--- src/rtl/mem_access_stage_if.sv ---
// Data-memory bus between the MEM stage (master) and the data memory (slave).
interface mem_access_stage_if;
  logic        dmem_req;
  logic        dmem_we;
  logic [63:0] dmem_addr;
  logic [63:0] dmem_wdata;
  logic [63:0] dmem_rdata;
  logic        dmem_ack;

  modport master (
    output dmem_req, dmem_we, dmem_addr, dmem_wdata,
    input  dmem_rdata, dmem_ack
  );

  modport slave (
    input  dmem_req, dmem_we, dmem_addr, dmem_wdata,
    output dmem_rdata, dmem_ack
  );
endinterface

--- src/rtl/mem_access_stage.sv ---
// Pipeline MEM stage: issues data-memory accesses, stalls the front of the
// pipe until ack or timeout, and registers the MEM/WB pipeline register.
module mem_access_stage #(
  parameter int DMEM_TIMEOUT = 16
) (
  input  logic                clk,
  input  logic                reset,
  mem_access_stage_if.master  dmem,
  input  logic [63:0]         ALU_data,
  input  logic [63:0]         rd_data,
  input  logic [7:0]          branch_target,
  input  logic                zero,
  input  logic                branch,
  input  logic                MemRead,
  input  logic                MemWrite,
  input  logic                MemtoReg,
  input  logic                regwrite,
  input  logic [4:0]          EX_MEM_rd,
  output logic                PCsrc,
  output logic [7:0]          pc_branch,
  output logic                mem_stall,
  output logic                mem_err,
  output logic [4:0]          MEM_WB_rd,
  output logic                regwrite_out,
  output logic                MemtoReg_out,
  output logic [63:0]         read_data_out,
  output logic [63:0]         ALU_data_out
);
  localparam int CW = $clog2(DMEM_TIMEOUT + 1);

  typedef enum logic {S_IDLE, S_WAIT} state_t;

  state_t      state_q, state_d;
  logic [CW-1:0] cnt_q, cnt_d;
  logic        err_q, err_d;
  logic        wb_regwrite_q, wb_regwrite_d;
  logic        wb_memtoreg_q, wb_memtoreg_d;
  logic [4:0]  wb_rd_q, wb_rd_d;
  logic [63:0] wb_rdata_q, wb_rdata_d;
  logic [63:0] wb_alu_q, wb_alu_d;

  logic memop;
  logic rw_ok;
  logic stall;
  logic req;

  assign memop = MemRead | MemWrite;
  assign rw_ok = regwrite & (EX_MEM_rd != 5'd0);

  always_comb begin
    state_d       = state_q;
    cnt_d         = cnt_q;
    err_d         = err_q;
    stall         = 1'b0;
    req           = 1'b0;
    // Default load is a bubble; real instructions overwrite below.
    wb_regwrite_d = 1'b0;
    wb_memtoreg_d = 1'b0;
    wb_rd_d       = 5'd0;
    wb_rdata_d    = 64'd0;
    wb_alu_d      = 64'd0;

    case (state_q)
      S_IDLE: begin
        if (memop) begin
          stall   = 1'b1;
          cnt_d   = '0;
          state_d = S_WAIT;
        end else begin
          wb_regwrite_d = rw_ok;
          wb_memtoreg_d = MemtoReg;
          wb_rd_d       = EX_MEM_rd;
          wb_alu_d      = ALU_data;
        end
      end
      S_WAIT: begin
        req = 1'b1;
        if (dmem.dmem_ack) begin
          wb_regwrite_d = rw_ok;
          wb_memtoreg_d = MemtoReg;
          wb_rd_d       = EX_MEM_rd;
          wb_alu_d      = ALU_data;
          wb_rdata_d    = MemWrite ? 64'd0 : dmem.dmem_rdata;
          state_d       = S_IDLE;
        end else if (cnt_q == CW'(DMEM_TIMEOUT - 1)) begin
          // Abort: let the instruction retire without a register write.
          err_d         = 1'b1;
          wb_memtoreg_d = MemtoReg;
          wb_rd_d       = EX_MEM_rd;
          wb_alu_d      = ALU_data;
          state_d       = S_IDLE;
        end else begin
          stall = 1'b1;
          cnt_d = cnt_q + CW'(1);
        end
      end
      default: state_d = S_IDLE;
    endcase

    if (reset) begin
      stall = 1'b0;
      req   = 1'b0;
    end
  end

  always_ff @(posedge clk) begin
    if (reset) begin
      state_q       <= S_IDLE;
      cnt_q         <= '0;
      err_q         <= 1'b0;
      wb_regwrite_q <= 1'b0;
      wb_memtoreg_q <= 1'b0;
      wb_rd_q       <= 5'd0;
      wb_rdata_q    <= 64'd0;
      wb_alu_q      <= 64'd0;
    end else begin
      state_q       <= state_d;
      cnt_q         <= cnt_d;
      err_q         <= err_d;
      wb_regwrite_q <= wb_regwrite_d;
      wb_memtoreg_q <= wb_memtoreg_d;
      wb_rd_q       <= wb_rd_d;
      wb_rdata_q    <= wb_rdata_d;
      wb_alu_q      <= wb_alu_d;
    end
  end

  assign dmem.dmem_req   = req;
  assign dmem.dmem_we    = req & MemWrite;
  assign dmem.dmem_addr  = ALU_data;
  assign dmem.dmem_wdata = rd_data;

  assign PCsrc         = branch & zero;
  assign pc_branch     = branch_target;
  assign mem_stall     = stall;
  assign mem_err       = err_q;
  assign MEM_WB_rd     = wb_rd_q;
  assign regwrite_out  = wb_regwrite_q;
  assign MemtoReg_out  = wb_memtoreg_q;
  assign read_data_out = wb_rdata_q;
  assign ALU_data_out  = wb_alu_q;
endmodule
--- src/flat_wrapper.sv ---
// flat-port wrapper written by rule: the top's interface ports become plain ports
module mem_access_stage_flat 
#(
  parameter int DMEM_TIMEOUT = 16
)
  (clk, reset, ALU_data, rd_data, branch_target, zero, branch, MemRead, MemWrite, MemtoReg, regwrite, EX_MEM_rd, PCsrc, pc_branch, mem_stall, mem_err, MEM_WB_rd, regwrite_out, MemtoReg_out, read_data_out, ALU_data_out, dmem_dmem_req, dmem_dmem_we, dmem_dmem_addr, dmem_dmem_wdata, dmem_dmem_rdata, dmem_dmem_ack);
  mem_access_stage_if dmem_i ();
  input  logic clk;
  input  logic reset;
  input  logic [63:0] ALU_data;
  input  logic [63:0] rd_data;
  input  logic [7:0] branch_target;
  input  logic zero;
  input  logic branch;
  input  logic MemRead;
  input  logic MemWrite;
  input  logic MemtoReg;
  input  logic regwrite;
  input  logic [4:0] EX_MEM_rd;
  output logic PCsrc;
  output logic [7:0] pc_branch;
  output logic mem_stall;
  output logic mem_err;
  output logic [4:0] MEM_WB_rd;
  output logic regwrite_out;
  output logic MemtoReg_out;
  output logic [63:0] read_data_out;
  output logic [63:0] ALU_data_out;
  output wire logic [$bits(dmem_i.dmem_req)-1:0] dmem_dmem_req;
  output wire logic [$bits(dmem_i.dmem_we)-1:0] dmem_dmem_we;
  output wire logic [$bits(dmem_i.dmem_addr)-1:0] dmem_dmem_addr;
  output wire logic [$bits(dmem_i.dmem_wdata)-1:0] dmem_dmem_wdata;
  input wire logic [$bits(dmem_i.dmem_rdata)-1:0] dmem_dmem_rdata;
  input wire logic [$bits(dmem_i.dmem_ack)-1:0] dmem_dmem_ack;
  assign dmem_dmem_req = dmem_i.dmem_req;
  assign dmem_dmem_we = dmem_i.dmem_we;
  assign dmem_dmem_addr = dmem_i.dmem_addr;
  assign dmem_dmem_wdata = dmem_i.dmem_wdata;
  assign dmem_i.dmem_rdata = dmem_dmem_rdata;
  assign dmem_i.dmem_ack = dmem_dmem_ack;
  mem_access_stage #(.DMEM_TIMEOUT(DMEM_TIMEOUT)) u_core (.clk(clk), .reset(reset), .dmem(dmem_i), .ALU_data(ALU_data), .rd_data(rd_data), .branch_target(branch_target), .zero(zero), .branch(branch), .MemRead(MemRead), .MemWrite(MemWrite), .MemtoReg(MemtoReg), .regwrite(regwrite), .EX_MEM_rd(EX_MEM_rd), .PCsrc(PCsrc), .pc_branch(pc_branch), .mem_stall(mem_stall), .mem_err(mem_err), .MEM_WB_rd(MEM_WB_rd), .regwrite_out(regwrite_out), .MemtoReg_out(MemtoReg_out), .read_data_out(read_data_out), .ALU_data_out(ALU_data_out));
endmodule
--- config.mk ---
export PLATFORM = sky130hd
export DESIGN_NAME = mem_access_stage_flat
export DESIGN_NICKNAME = d
export VERILOG_FILES = /design/src/rtl/mem_access_stage_if.sv /design/src/rtl/mem_access_stage.sv /design/src/flat_wrapper.sv
export SDC_FILE = /design/constraint.sdc
export NUM_CORES = 1
export LEC_CHECK = 0
export CORE_AREA = 2 2 188 190
export DETAILED_ROUTE_END_ITERATION = 12
export DIE_AREA = 0 0 190 192
export HOLD_SLACK_MARGIN = 0.15
export PLACE_DENSITY_LB_ADDON = 0.3
export SLEW_MARGIN = 20
export SYNTH_ARGS = -nofsm -noshare
export SYNTH_HDL_FRONTEND = slang
export SYNTH_SLANG_ARGS = --single-unit
--- constraint.sdc ---
create_clock -name clk -period 2.03 [get_ports clk]
set_clock_uncertainty 0.05 [all_clocks]
set_input_delay 0.3045 -clock clk [delete_from_list [all_inputs] [get_ports clk]]
set_output_delay 0.3045 -clock clk [all_outputs]
set_load 0.01 [all_outputs]
# Yosys cells after proc, flatten, opt, wreduce, memory -nomap -nowiden
# Cells that the tools add are included.
[classes]
n_addsub = 1
n_bitwise = 6
n_mux = 26
n_reduce_logical = 4
eq_ne = 4
[ops]
columns = ["cell", "count"]
rows = [
  ["two-way mux 64 bit", 3],
  ["case mux 64 bit (2 select lines)", 1],
  ["two-way mux 5 bit", 6],
  ["case mux 5 bit (2 select lines)", 2],
  ["two-way mux 1 bit", 11],
  ["case mux 1 bit (2 select lines)", 3],
  ["AND reduction 3 bit", 2],
  ["adder 5 x 1 -> 5 bit (second input constant)", 1],
  ["equality test 5 x 4 -> 1 bit (second input constant)", 1],
  ["nonzero test 5 bit", 1],
  ["inequality test 2 bit (second input constant)", 2],
  ["OR reduction 4 bit", 1],
  ["AND 1 bit", 3],
  ["inequality test 2 x 1 -> 1 bit (second input constant)", 1],
  ["inverter 1 bit", 2],
  ["OR 1 bit", 1],
]
[totals]
word_cells = 49
regBits = 142
in_bits = 214

# Logic depth before layout (Yosys ltp)
# Gate-level depths: netlist of the first run.
[depth]
word_depth = 5
depth_mapped = 7

# Least setup slack after synthesis of the first run
# OpenSTA, ideal clock, no wires.
[synth_path]
kind = "register to output"
start = "register u_core.cnt_q[0]"
end = "output port mem_stall"
path_stages_with_launch = 6
arrival_time_ps = 1652
slack_ps = 24
cell_sequence = "dfxtp_1 > ha_1 > and3_1 > ha_1 > or3b_2 > a21oi_1"
[synth_via]
elab_chain_cells = 5
[synth_rtl]
columns = ["item", "line_no", "rtl"]
rows = [
  ["start: declaration", "mem_access_stage.sv:34", "logic [CW-1:0] cnt_q, cnt_d;"],
  ["start signal: assignment", "mem_access_stage.sv:118", "cnt_q <= cnt_d;"],
  ["equality test 5 x 4 -> 1 bit", "mem_access_stage.sv:85", "end else if (cnt_q == CW'(DMEM_TIMEOUT - 1)) begin"],
  ["two-way mux 1 bit", "mem_access_stage.sv:85", ""],
  ["two-way mux 1 bit", "mem_access_stage.sv:78", "if (dmem.dmem_ack) begin"],
  ["case mux 1 bit (2 select lines)", "mem_access_stage.sv:63", "case (state_q)"],
  ["two-way mux 1 bit", "mem_access_stage.sv:100", "if (reset) begin"],
  ["end: declaration", "flat_wrapper.sv:22", "output logic mem_stall;"],
]
# Every way passes these cells.

# Worst setup path after layout of the first run
# Ends and elaborated chain as after synthesis.

==> results of run 1 <==
final timing paths:
check                      startpoint                  endpoint  slack [ns]  cells after the start
setup / recovery      u_core.cnt_q[0]                 mem_stall       -0.27                      6
hold / removal    dmem_dmem_rdata[38]  u_core.read_data_out[38]        0.37                      2
setup reg to reg      u_core.cnt_q[0]   u_core.ALU_data_out[53]        0.12                      9
hold reg to reg       u_core.cnt_q[4]           u_core.cnt_q[4]        0.40                      1
cells in the mapped netlist, drive strengths merged:
cell / number
and3: 2
nor3: 4
nand2: 1
a22o: 1
o21bai: 1
or3b: 1
a21oi: 3
nand3: 1
a21o: 1
ha: 2
inv: 4
a31oi: 1
a311oi: 1
clkbuf: 14
nand2b: 2
buf: 136
nor2: 3
nor4: 1
or4: 1
dfxtp: 142
o21ba: 1
a2111oi: 1
nor3b: 1
o221ai: 1
and2: 136
a31o: 1
registers in the layout, summed over array words and instances, names as in the netlist:
| name | flops |
|---|---|
| u_core.ALU_data_out | 64 |
| u_core.read_data_out | 64 |
| u_core.MEM_WB_rd | 5 |
| u_core.cnt_q | 5 |
| u_core.MemtoReg_out | 1 |
| u_core.mem_err | 1 |
| u_core.regwrite_out | 1 |
| u_core.state_q | 1 |
cells in the final DEF, fill, tap and decap left out, drive strengths merged, types with 2 or more instances in the layout:
cell type	count
clkdlybuf4s50	342
dfxtp	142
and2	136
clkbuf	19
buf	17
inv	10
nor3	4
clkinv	4
nor2	3
a21oi	3
nand2b	2
ha	2
bufinv	2
dlygate4sd2	2
and3	2
metal layers:
layer | vias up | global-route usage, % | wire (um)
li1 | 1770 | - | -
met1 | 1641 | 7.411 | 5056
met5 | - | 0 | 14
met2 | 275 | 19.43 | 10330
met4 | 2 | 4.919 | 568
met3 | 31 | 6.121 | 2466
cell type report:
class / instances / area [um2] / share of cell area [%]
diodes: 1 / 2.502 / 0.02846
clock buffers: 19 / 442.9 / 5.037
clock inverters: 13 / 152.6 / 1.736
inverters: 4 / 15.01 / 0.1707
multi-input cells: 167 / 1142 / 12.99
flip-flops and latches: 142 / 2846 / 32.37
well taps: 455 / 569.3 / 6.474
repair buffers: 361 / 3622 / 41.19
metrics by stage:
stage / total power [uW] / hold slack (ns) / TNS, ns / setup WS [ns] / util (%)
after floorplan: 3401 / 0.3762 / 0 / 0.02355 / -
after global placement: 3849 / 0.3885 / -4.464 / -0.08941 / 23.66
after detailed placement: 3846 / 0.3894 / -4.684 / -0.09992 / 23.66
after CTS: 7117 / 0.3353 / -0.3086 / -0.3086 / 25.56
after global routing: 7302 / 0.3461 / -0.3568 / -0.3568 / 25.64
final: 6967 / 0.3721 / -0.2657 / -0.2657 / 25.65
cells by family (layout without fill, tap and decap cells):
kind of cell	after synthesis	in the layout	share of synthesized area, %
AO/OA/AOI/OAI	12	12	1.791
adder cells (fa/ha/maj)	2	2	0.4973
buffers and inverters	154	397	21.79
other	0	1	0
flip-flops	142	142	56.50
AND/OR/NAND/NOR	153	153	19.42
power by group:
part / internal (uW) / switching [uW]
sequential: 2880 / 25.3
clock: 1870 / 1310
combinational: 585 / 297
worst max-delay path: cells and delay by family (launching register included):
kind	cells	cell delay, ns
buffers and inverters	1	0.13
and+or+nand+nor	2	0.58
AOI/OAI and AO/OA	1	0.15
DFF	1	0.34
adders and majority gates	2	0.30
repair_timing:
| item | CTS | global route |
|---|---|---|
| hold endpoints to repair | 0 | 0 |
| pin swaps | 3 | 1 |
| buffers inserted | 1 | 1 |
| setup endpoints to repair | 4 | 15 |
| gates resized for setup | 14 | 1 |
==> impl_metrics.env, run 1 <==
export IMPL_status="complete, but fails checks"
export IMPL_violations="setup timing"
export IMPL_core_area_um2=34290
export IMPL_max_freq_ghz=0.4356
export IMPL_crit_fanout=2
export IMPL_path_class="reg -> out"
export IMPL_dr_first_iter_drc_count=54
export IMPL_yosysWarnings=0
export IMPL_die_w_um=190
export IMPL_drt_pre_antenna_iters=4
export IMPL_ys_types=29
export IMPL_die_height_um=192
export IMPL_syn_nets=679
export IMPL_layout_drive_gt1_share_pct=8.782
export IMPL_cts_made_buffers=17
export IMPL_stdcell_count=1162
export IMPL_p_leak_uw=0.003331
export IMPL_place_area_um2=8113
export IMPL_postLayoutCellArea_um2=8793
export IMPL_grt_pass1_vias=3816
export IMPL_critPathLaunchType="flip-flop"
export IMPL_row_count=68
export IMPL_drc=0
export IMPL_yosys_register_bits=142
export IMPL_syn_area_um2=5031
export IMPL_timing_final_max_slew_violations=0
export IMPL_fillers=3619
export IMPL_antenna_found_initial=2
export IMPL_io_pins=490
export IMPL_routed_wl_um=18440
export IMPL_relSlewSlack_pct=72.75
export IMPL_vdd_drop_max_v=0.0005592
export IMPL_vias_per_cell=3.201
export IMPL_ys_seq_area_share_pct=56.50
export IMPL_portBuffers=345
export IMPL_detail_route_wl_per_cell_um=15.86
export IMPL_fin_ws_ns=-0.2657
export IMPL_tightest_slew_ns=0.3985
export IMPL_htree_num_levels=4
export IMPL_clockRootBuffer="clkbuf_16"
export IMPL_area_growth_pct=74.78
export IMPL_fin_crit_ns=2.296
export IMPL_setup_violations=1
export IMPL_grt_pass1_wl_um=25450
export IMPL_vias=3719
export IMPL_min_delay_path_class="in -> reg"
export IMPL_grt_overflow_total=0
export IMPL_crit_path_max_incr_delay_ns=0.40
export IMPL_slowest_stage="or3b_4"
export IMPL_yosys_top_cells_area="dfxtp_1 (57%), buf_4 (20%), and2_1 (17%), clkbuf_2 (0.60%), clkbuf_1 (0.60%)"
export IMPL_avgSynthCellArea_um2=10.87
export IMPL_grt_max_degree=65
export IMPL_rsz0062_at_grt="yes"
export IMPL_clk_pin_slew_ns=0.07
export IMPL_die_area_um2=36480
export IMPL_yosys_area_top_type="dfxtp_1"
export IMPL_clkLatencyLatePin_ns=0.44
export IMPL_hold_viol=0
export IMPL_synth_cells=463
export IMPL_end_kind="output pin"
export IMPL_p_per_area_nw_per_um2=792.3
export IMPL_maxCapViolCount=0
export IMPL_crit_required_ns=1.68
export IMPL_final_net_count=909
export IMPL_cts_tree="built"
export IMPL_ctsHoldBuffers=0
export IMPL_ant_nets=0
export IMPL_cts_sinks=142
export IMPL_synth_top_area_share_pct=56.50
export IMPL_fin_crit_sh_pct=113.1
export IMPL_dp_cells=1127
export IMPL_start_util_pct=14.67
export IMPL_arrival_ns=1.94
export IMPL_gp_congestion=0.8953
export IMPL_path_cells="ha_4 > and3_4 > ha_4 > or3b_4 > a21oi_4 > buf_6"
export IMPL_clk_path_buf_depth=2
export IMPL_gr_usage_all_layers_pct=9.937
export IMPL_crit_top_cell="ha_4"
export IMPL_place_hpwl_um=15100
Power figures use the tool's default switching activity.
==> run 2, diff against run 1 <==
--- a/config.mk
+++ b/config.mk
@@ -10,7 +10,6 @@
 export DIE_AREA = 0 0 190 192
 export HOLD_SLACK_MARGIN = 0.15
 export PLACE_DENSITY_LB_ADDON = 0.3
-export SLEW_MARGIN = 20
 export SYNTH_ARGS = -nofsm -noshare
 export SYNTH_HDL_FRONTEND = slang
 export SYNTH_SLANG_ARGS = --single-unit
==> results of run 2 <==
Same layout as run 1: the final DEF is identical, and so are final timing and power.
==> run 3, diff against run 2 <==
--- a/config.mk
+++ b/config.mk
@@ -9,6 +9,7 @@
 export DETAILED_ROUTE_END_ITERATION = 12
 export DIE_AREA = 0 0 190 192
 export HOLD_SLACK_MARGIN = 0.15
+export MAX_ROUTING_LAYER = met4
 export PLACE_DENSITY_LB_ADDON = 0.3
 export SYNTH_ARGS = -nofsm -noshare
 export SYNTH_HDL_FRONTEND = slang
==> run 3 against run 2 <==
The run still ends with setup timing left; highest routed layer is now met4; sequential share of layout area is essentially flat; core utilization about the same; critical endpoint unchanged; register-to-register slack about the same; largest power group unchanged.
==> impl_metrics.env, run 3 (synthesis results as in run 1) <==
export IMPL_clockRootBuffer="clkbuf_16"
export IMPL_seq_power_share_pct=41.6
export IMPL_grt_busiest_layer="met2"
export IMPL_timing_final_max_slew_violations=0
export IMPL_gp_congestion=0.9105
export IMPL_r2r_start="u_core.cnt_q[0]"
export IMPL_layout_drive_gt1_share_pct=8.782
export IMPL_crit_required_ns=1.68
export IMPL_detail_route_wl_per_cell_um=15.88
export IMPL_path_class="reg -> out"
export IMPL_place_area_um2=8113
export IMPL_grtUsageMet1_pct=7.523
export IMPL_p_int_uw=5335
export IMPL_grt_pass1_vias=3820
export IMPL_htree_num_levels=4
export IMPL_clockPowerShare_pct=45.7
export IMPL_final_cell_mix="clkdlybuf4s50_1 (342), dfxtp_1 (139), and2_1 (136), clkbuf_16 (17), buf_4 (12)"
export IMPL_fin_crit_ns=2.298
export IMPL_die_height_um=192
export IMPL_grt_use_met3_pct=6.395
export IMPL_p_comb_share_pct=12.6
export IMPL_routed_wl_um=18460
export IMPL_grt_overflow_total=0
export IMPL_rr_worst_depth=9
export IMPL_max_freq_ghz=0.4351
export IMPL_fin_crit_sh_pct=113.2
export IMPL_p_sw_share_pct=23.50
export IMPL_postLayoutCellArea_um2=8796
export IMPL_p_per_area_nw_per_um2=792.8
export IMPL_maxCapViolCount=0
export IMPL_clkLatencyLatePin_ns=0.44
export IMPL_drt_pre_antenna_iters=3
export IMPL_area_growth_pct=74.83
export IMPL_cts_sinks=142
export IMPL_io_pins=490
export IMPL_grt_pass1_wl_um=25460
export IMPL_die_area_um2=36480
export IMPL_vias=3718
export IMPL_row_count=68
export IMPL_start_util_pct=14.67
export IMPL_ant_nets=0
export IMPL_cts_tree="built"
export IMPL_final_common_cell="clkdlybuf4s50_1"
export IMPL_dr_first_iter_drc_count=50
export IMPL_fin_ws_ns=-0.2685
export IMPL_tightest_slew_ns=0.3985
export IMPL_drc=0
export IMPL_p_leak_uw=0.003331
export IMPL_vdd_drop_max_v=0.0005666
export IMPL_antenna_found_initial=2
export IMPL_crit_fanout=2
export IMPL_fin_tns_setup_ns=-0.2685
export IMPL_hold_path_end="u_core.read_data_out[38]"
export IMPL_hold_start="dmem_dmem_rdata[38]"
export IMPL_status="complete, but fails checks"
export IMPL_grt_util_met2_pct=19.43
export IMPL_critPathLaunchType="flip-flop"
export IMPL_violations="setup timing"
export IMPL_cts_made_buffers=17
export IMPL_relSlewSlack_pct=72.75
export IMPL_reg2reg_slack_ns=0.12
export IMPL_whs_path_depth=2
export IMPL_clk_pin_slew_ns=0.07
export IMPL_portBuffers=345
export IMPL_min_delay_path_class="in -> reg"
export IMPL_arrival_ns=1.94
export IMPL_setup_violations=1
export IMPL_final_net_count=909
export IMPL_vias_per_cell=3.197
export IMPL_reg2reg_to="u_core.ALU_data_out[53]"
export IMPL_rsz0062_at_grt="yes"
export IMPL_end_kind="output pin"
export IMPL_gr_usage_all_layers_pct=10.22
export IMPL_hold_viol=0
export IMPL_clk_path_buf_depth=2
export IMPL_p_sw_uw=1639
export IMPL_die_w_um=190
export IMPL_place_hpwl_um=15100
export IMPL_grt_max_degree=65
export IMPL_core_area_um2=34290
export IMPL_ctsHoldBuffers=0
==> run 3: cell count changes in the layout (fill, tap and decap cells not counted) <==
cell	previous run	this run
diode_2	1	2
==> run 3: power groups by stage <==
stage	Sequential (uW)	Clock (uW)	Combinational, uW
after detailed placement	2970	0	880
after global placement	2960	0	885
final	2900	3190	882
after CTS	2900	3320	892
after global routing	2910	3450	940
after floorplan	3010	0	388
==> run 3: worst max-delay path by stage <==
| stage | start | end | slack, ns | cells past startpoint |
|---|---|---|---|---|
| final | u_core.cnt_q[0] | mem_stall | -0.27 | 6 |
| after detailed placement | MemWrite | u_core.ALU_data_out[53] | -0.1 | 5 |
| after CTS | u_core.cnt_q[0] | mem_stall | -0.31 | 6 |
| after global routing | u_core.cnt_q[0] | mem_stall | -0.36 | 6 |
| after global placement | MemWrite | u_core.ALU_data_out[47] | -0.09 | 5 |
| after floorplan | u_core.cnt_q[0] | mem_stall | 0.02 | 5 |
==> run 3: timing repair <==
item,CTS,global route
resized for setup,14,1
pin swaps,3,1
buffers inserted,1,1
endpoints found under the setup margin,4,14
==> run 3: critical path, stage by stage, from the launching register on <==
cell and delay (ns):
dfxtp_2 0.34, ha_4 0.15, and3_4 0.18, ha_4 0.15, or3b_4 0.40, a21oi_4 0.15
buf_6 0.13
==> run 3: cell type report <==
type | instances | area (um2)
tap | 455 | 569.3
multi-input combinational | 167 | 1142
antenna | 2 | 5.005
sequential | 142 | 2846
clock inverter | 13 | 152.6
fill | 3618 | 25490
inverter | 4 | 15.01
timing repair buffer | 361 | 3622
clock buffer | 19 | 442.9
==> run 3: through the flow <==
stage               instances  worst slack (ns)  power (uW)  hold slack, ns  utilization, %
floorplan                 463           0.02355        3401          0.3762               -
global placement         1127          -0.08941        3849          0.3885           23.66
detailed placement       1127          -0.09992        3846          0.3894           23.66
CTS                      1160           -0.3086        7117          0.3353           25.56
global route             1163           -0.3602        7304          0.3442           25.65
finish                   1163           -0.2685        6973          0.3681           25.65
==> run 3: metal layers <==
metal  part of all wire, %  wire length, um
met1                    27             5077
met2                    56            10410
met3                    14             2521
met4                   2.5              457
met5                     0                0
